**config.mk**
```make
export PLATFORM = sky130hd
export DESIGN_NAME = mem_wb_stage
export DESIGN_NICKNAME = d
export VERILOG_FILES = /design/src/rtl/mem_wb_stage_pkg.sv /design/src/rtl/mem_wb_stage_data_mem.sv /design/src/rtl/mem_wb_stage.sv
export SDC_FILE = /design/constraint.sdc
export NUM_CORES = 2
export LEC_CHECK = 0
export CORE_MARGIN = 2
export CORE_UTILIZATION = 40
export DETAILED_ROUTE_END_ITERATION = 12
export GPL_ROUTABILITY_DRIVEN = 0
export MAX_ROUTING_LAYER = met4
export PLACE_DENSITY = 0.61
export SLEW_MARGIN = 20
export SYNTH_ARGS = -nofsm -noshare
export SYNTH_HDL_FRONTEND = slang
export SYNTH_SLANG_ARGS = --single-unit
```
**constraint.sdc**
```tcl
create_clock -name clk -period 2.99 [get_ports clk]
set_input_delay 0.598 -clock clk [delete_from_list [all_inputs] [get_ports clk]]
set_output_delay 0.598 -clock clk [all_outputs]
set_load 0.03 [all_outputs]
```
**src/rtl/mem_wb_stage_pkg.sv**
```systemverilog
// Shared constants, widths and opcode classification for the MEM/WB stage.
package mem_wb_stage_pkg;

  localparam int DATA_W = 16;
  localparam int ADDR_W = 8;
  localparam int REG_W  = 3;
  localparam int OP_W   = 6;
  localparam int FLAG_W = 2;

  localparam logic [OP_W-1:0] OP_LOAD    = 6'b100000;
  localparam logic [OP_W-1:0] OP_STORE   = 6'b100001;
  localparam logic [OP_W-1:0] OP_NOP     = 6'b111111;
  localparam logic [OP_W-1:0] OP_ALU_MIN = 6'b000000;
  localparam logic [OP_W-1:0] OP_ALU_MAX = 6'b011111;

  typedef enum logic [1:0] {
    CLS_ALU,
    CLS_LOAD,
    CLS_STORE,
    CLS_NOP
  } op_class_e;

  // Every code that is not a memory op or NOP retires through the ALU path.
  function automatic op_class_e classify(input logic [OP_W-1:0] op);
    case (op)
      OP_LOAD:  classify = CLS_LOAD;
      OP_STORE: classify = CLS_STORE;
      OP_NOP:   classify = CLS_NOP;
      default:  classify = CLS_ALU;
    endcase
  endfunction

endpackage

```
**src/rtl/mem_wb_stage_data_mem.sv**
```systemverilog
// Data memory: synchronous write port, asynchronous read port, never reset.
module data_mem
  import mem_wb_stage_pkg::*;
#(
  parameter int DEPTH = 256
) (
  input  logic              clk,
  input  logic              we,
  input  logic [ADDR_W-1:0] waddr,
  input  logic [DATA_W-1:0] wdata,
  input  logic [ADDR_W-1:0] raddr,
  output logic [DATA_W-1:0] rdata
);

  logic [DATA_W-1:0] mem [DEPTH];

  always_ff @(posedge clk) begin
    if (we) begin
      mem[waddr] <= wdata;
    end
  end

  assign rdata = mem[raddr];

endmodule

```
**src/rtl/mem_wb_stage.sv**
```systemverilog
// MEM/WB pipeline stage: data-memory access, register write-back, flags and retire count.
module mem_wb_stage
  import mem_wb_stage_pkg::*;
#(
  parameter int DM_DEPTH = 256
) (
  input  logic              clk,
  input  logic              reset,
  input  logic              valid_ex,
  input  logic [OP_W-1:0]   op_ex,
  input  logic [DATA_W-1:0] ans_ex,
  input  logic [DATA_W-1:0] DM_data,
  input  logic [FLAG_W-1:0] flag_ex,
  input  logic [REG_W-1:0]  rd_ex,
  output logic              wb_en,
  output logic [REG_W-1:0]  wb_addr,
  output logic [DATA_W-1:0] wb_data,
  output logic [FLAG_W-1:0] flag_wb,
  output logic [DATA_W-1:0] data_out,
  output logic [DATA_W-1:0] instr_cnt
);

  op_class_e         cls;
  logic [ADDR_W-1:0] dm_addr;
  logic [DATA_W-1:0] dm_rdata;
  logic              dm_we;

  logic              wb_en_q,     wb_en_d;
  logic [REG_W-1:0]  wb_addr_q,   wb_addr_d;
  logic [DATA_W-1:0] wb_data_q,   wb_data_d;
  logic [FLAG_W-1:0] flag_wb_q,   flag_wb_d;
  logic [DATA_W-1:0] data_out_q,  data_out_d;
  logic [DATA_W-1:0] instr_cnt_q, instr_cnt_d;

  assign cls     = classify(op_ex);
  assign dm_addr = ans_ex[ADDR_W-1:0];
  // Gating with reset keeps a store that lands on a reset edge out of memory.
  assign dm_we   = valid_ex && (cls == CLS_STORE) && reset;

  data_mem #(.DEPTH(DM_DEPTH)) u_data_mem (
    .clk   (clk),
    .we    (dm_we),
    .waddr (dm_addr),
    .wdata (DM_data),
    .raddr (dm_addr),
    .rdata (dm_rdata)
  );

  always_comb begin
    wb_en_d     = 1'b0;
    wb_addr_d   = wb_addr_q;
    wb_data_d   = wb_data_q;
    flag_wb_d   = flag_wb_q;
    data_out_d  = data_out_q;
    instr_cnt_d = instr_cnt_q;
    if (valid_ex) begin
      if (cls != CLS_NOP) begin
        instr_cnt_d = instr_cnt_q + 16'd1;
      end
      case (cls)
        CLS_ALU: begin
          wb_en_d   = 1'b1;
          wb_addr_d = rd_ex;
          wb_data_d = ans_ex;
          flag_wb_d = flag_ex;
        end
        CLS_LOAD: begin
          wb_en_d    = 1'b1;
          wb_addr_d  = rd_ex;
          wb_data_d  = dm_rdata;
          data_out_d = dm_rdata;
        end
        default: begin
        end
      endcase
    end
  end

  always_ff @(posedge clk or negedge reset) begin
    if (!reset) begin
      wb_en_q     <= 1'b0;
      wb_addr_q   <= '0;
      wb_data_q   <= '0;
      flag_wb_q   <= '0;
      data_out_q  <= '0;
      instr_cnt_q <= '0;
    end else begin
      wb_en_q     <= wb_en_d;
      wb_addr_q   <= wb_addr_d;
      wb_data_q   <= wb_data_d;
      flag_wb_q   <= flag_wb_d;
      data_out_q  <= data_out_d;
      instr_cnt_q <= instr_cnt_d;
    end
  end

  assign wb_en     = wb_en_q;
  assign wb_addr   = wb_addr_q;
  assign wb_data   = wb_data_q;
  assign flag_wb   = flag_wb_q;
  assign data_out  = data_out_q;
  assign instr_cnt = instr_cnt_q;

endmodule
```
Yosys cells after proc, flatten, opt, wreduce, memory -nomap -nowiden:

Memory sizes are Yosys's and may differ from the RTL's.
Index checks and enable logic that the tools add are counted.

* memories: 1
* word-level logic and storage cells: 30
* bits in writable memories: 4096
* register bits: 54

* equal/unequal tests: 6
* add/subtract/negate cells: 1
* multiplexer cells: 6
* reduce and logical (&&, ||, !) cells: 10

Memory list
* u_data_mem.mem: words 256, width 16, rd ports 1, clocked after memory_dff 0, wr ports 1, line mem_wb_stage_data_mem.sv:15 `logic [DATA_W-1:0] mem [DEPTH];`

Operator list (number)
* $pmux 16 s2: 1
* $eq 6x6->1 const B: 3
* $add 16x1->16 const B: 1
* $reduce_and 2->1: 5
* $pmux 2 s3: 1
* $mux 1: 4
* $eq 2x1->1 const B: 1
* $eq 2x2->1 const B: 1
* $logic_and 1x1->1: 2
* $logic_not 2->1: 1
* $ne 2x2->1 const B: 1
* $reduce_bool 2->1: 1
* $reduce_or 2->1: 1

Longest topological paths before layout:

* depth in word-level cells: 7
* mapped depth: 14
* depth with buffers taken out: 7

Modules after synthesis:

A second synthesis with hierarchy kept.

* cell total of the unflattened synthesis: 7516
* area, all modules: 160858.0 µm²

By module, submodules not included
* data_mem: cells an instance 7344, area an instance 158394.4 µm², instances 1
* mem_wb_stage: cells an instance 172, area an instance 2463.6 µm², instances 1

Least setup slack after synthesis:

Ideal clock, no wire load.

* path kind: input -> register
* start point: in ans_ex[0]
* end point: mem u_data_mem.mem[169][0] (enable)
* setup slack: -0.744 ns
* stages: 12
* path buffers: 9
* data arrival time: 3.345 ns
* setup time: 0.388 ns
* path through: buf_6 buf_6 buf_6 buf_6 buf_6 buf_4 buf_4 buf_2 nor2b_1 nand2_1 clkbuf_1 nor2_1

RTL lines
* start, declared: line mem_wb_stage.sv:11 `input logic [DATA_W-1:0] ans_ex,`
* end, declared: line mem_wb_stage_data_mem.sv:15

Straight into the memory's write port.

Worst setup path in the final report:

* start point: in ans_ex[0]
* end point: reg wb_data_q[15], in the netlist wb_data[15]

* longest elaborated chain between the ends: 2

Ends and longest elaborated chain
* $mem_v2 256x16
* $pmux 16 s2: line mem_wb_stage.sv:60 `case (cls)`
* end signal, assigned: line mem_wb_stage.sv:90 `wb_data_q <= wb_data_d;`
* end, declared: line mem_wb_stage.sv:30 `logic [DATA_W-1:0] wb_data_q, wb_data_d;`

Every way passes these cells.
A chain may end at the register's enable or synchronous reset.

==> out/results.ini <==
[setup_path]
path_cells = buf_16 > buf_12 > buf_12 > mux4_2 > mux4_2 > a2111oi_2 > buf_4 > o211a_1 > o311a_1 > nor3_1
cp_max_fo = 21
cp-start-kind = primary input
worst-path-buf-inv = 4
critPathMaxStageDelay_ns = 0.73
worstPathArrival_ns = 3.90
cp_slowest_cell = a2111oi_2
crit_type = in2reg
crit_required_ns = 3.85
crit_family = multiplexers
cp-end-kind = flip-flop

[clock_tree]
cts_sinks = 4150
clk_pin_slew_ns = 0.06
clockBufferDepth = 4
htree_num_levels = 5
cts_tree = yes
insertion_delay_ns = 0.99
clk_root_buffer_cell = clkbuf_16
cts_inserted_buffers = 418

[detailed_routing]
drt-initial-drc-count = 9839
wl_per_cell_um = 31.5
routed_wl_mm = 429
ant_nets = 0
via_per_inst = 5.74
drc = 0
vias = 78000
firstDrtPassIters = 6

[synth]
synth_top_family_by_area = multiplexers
syn_nets = 6804
synthAdderAreaFrac = 0.0000790
synth.most_common_cell = edfxtp_1
synth_top_cells_by_count = 4096 x edfxtp_1, 1138 x mux4_2, 328 x nor2_1
ys.flop_type = edfxtp_1
synth_seq_cells = 4150
synth-simple-area-share = 0.0132
synth_area_leader_cell = edfxtp_1
avgSynthCellArea_um2 = 23.4
yosysSeqAreaShare = 0.786
synth-compound-area-share = 0.0193
synthTopCellsByArea = edfxtp_1 78%, mux4_2 16%, a22oi_1 1.1%, dfrtp_1 0.85%, nor2_1 0.78%
synth_top_area_frac = 0.777
ys_warn_count = 0
synth_area_mm2 = 0.158
synth-xor-area-share = 0.000830
synthMuxAreaShare = 0.169
synth_edf_count = 4096
synth_cells = 6757
synth_cell_types = 44
synthArstFlopShare = 0.0130

[sta]
period_share = 1.02
setup_viol = 6
hold_violations = 0
period_needed_ns = 3.04
slew_headroom = 0.256
tightest_slew_ns = 1.11
finalWorstSetupSlack_ns = -0.0506
finClkSkew_ns = 0.0637
clock.fmax_mhz = 329
fin_setup_tns_ns = -0.219
drv_slew = 0

[outcome]
status = finished, violations left
violations = setup timing

[floorplan]
core_mm2 = 0.395
pin_count = 100
die_h_um = 633
rows = 231
dieArea_mm2 = 0.401
initial_utilization = 0.401
die_w_um = 633

[placed_design]
dpl.cell_count = 12800
dp_hpwl_mm = 276
dpl_cell_area_mm2 = 0.178
port_buffers = 99

[power]
power_density_mw_per_mm2 = 643
combPwrFrac = 0.059
max-vdd-ir-drop_mv = 0.512
power.switching_mw = 26.3
seq_power_share = 0.522
swShare = 0.214
finalPower_mw = 123
intPower_mw = 96.7
p_clk_frac = 0.419
leakage_nw = 60.7

[finish]
layoutNonFillerInstCount = 13600
design_area_mm2 = 0.191
drive_above_1_share = 0.367
final_nets = 8050
syn2layout_area_growth_pct = 20.9
fin_util = 0.485

[hold_path]
hp-class = in2reg

[grt]
antenna_found_initial = 13
grt_usage = 0.218
grt_pass1_wl_mm = 603
gr-total-overflow = 0
grt_pass1_vias = 78700
grt_max_degree = 121

[job]
drv_cap = 0

[per-layer routing]
layer / routed length, um / GRT usage / up-vias
met2: 211000 / 0.349 / 3294
met1: 171000 / 0.289 / 42500
met4: 15800 / 0.0737 / 0
met5: 0 / - / -
li1: - / - / 31600
met3: 30300 / 0.0302 / 640
[cells by family (layout without fill, tap and decap cells)]
logic type      after synthesis  after routing
flops                      4150           4150
mux                        1249           1249
simple gates                493            493
compound gates              456            456
buf+inv                     393           1981
xor+xnor                     15             15
fa+ha+maj                     1              1
other cells                   0             10
[stage by stage]
| step | hold WS [ns] | worst slack [ns] |
|---|---|---|
| finish | 0.0770 | -0.0506 |
| global route | 0.0248 | -0.00637 |
| CTS | 0.0154 | 0.000243 |
| detailed placement | 0.470 | -1.56 |
| global placement | 0.461 | -1.73 |
| floorplan | 0.302 | -0.554 |
[worst reg2reg max path, delay by kind of cell (launching register included)]
family	cells	cell delay, ns
buffers and inverters	3	0.56
flip-flops	1	0.36
AND/OR/NAND/NOR	2	0.79
AO/OA/AOI/OAI	4	0.71
multiplexers	1	0.48
[worst paths after layout]
check                                     endpoint                    start  cells after the start  slack (ns)
max                                    wb_data[15]                ans_ex[0]                     10       -0.05
min                        u_data_mem.mem[255][11]              DM_data[11]                      1        0.08
max reg2reg                           data_out[13]  u_data_mem.mem[123][13]                     10        0.02
min reg2reg                          instr_cnt[15]            instr_cnt[15]                      1        0.47
max in group asynchronous               wb_data[0]                    reset                      4        1.58
min in group asynchronous              data_out[6]                    reset                      3        0.36
[what timing repair did]
action	in CTS	in global routing
setup endpoints to repair	109	89
buffers inserted	0	0
resized for setup	45	24
hold buffers	2	0
endpoints found under the hold margin	28	0
pin swaps	6	4
[final cells by class]
| class | instances | area (um2) |
|---|---|---|
| fillers | 31600 | 203000 |
| flip-flops and latches | 4150 | 124000 |
| multi-input cells | 2214 | 32800 |
| repair buffers | 1216 | 14200 |
| clock buffers | 538 | 11100 |
| well taps | 5242 | 6560 |
| clock inverters | 224 | 2310 |
| diodes | 10 | 25.0 |
| inverters | 3 | 11.3 |
[flip-flops by register name (all words and copies together), names as in the netlist]
signal,count
data_out,16
wb_en,1
flag_wb,2
wb_addr,3
instr_cnt,16
wb_data,16
u_data_mem.mem,4096
[placed cells by master (no fill, tap or decap), types with 14 or more instances in the layout]
master / instances
buf_12: 372
o21ai_0: 32
clkinv_1: 81
nand2_1: 47
buf_4: 735
mux2i_1: 102
nor2_2: 104
clkinv_2: 67
clkbuf_1: 102
clkdlybuf4s50_1: 71
edfxtp_1: 4096
buf_8: 18
o22ai_1: 30
dfrtp_1: 47
bufinv_16: 40
nor4_1: 22
clkbuf_16: 423
nor2_4: 24
a21oi_1: 113
nor3_1: 15
a22oi_1: 224
nand2_2: 14
nor2_1: 200
mux4_2: 1138
[power groups by stage]
stage / Combinational, mW / Sequential [mW] / Clock (mW)
6_report: 7.25 / 64.2 / 51.6
5_1_grt: 7.55 / 64.2 / 54.6
4_1_cts: 7.29 / 64.2 / 52.4
3_5_place_dp: 7.25 / 65.4 / 0
3_3_place_gp: 7.13 / 65.4 / 0
2_1_floorplan: 2.96 / 65.5 / 0
(Power assumes the default switching activity.)
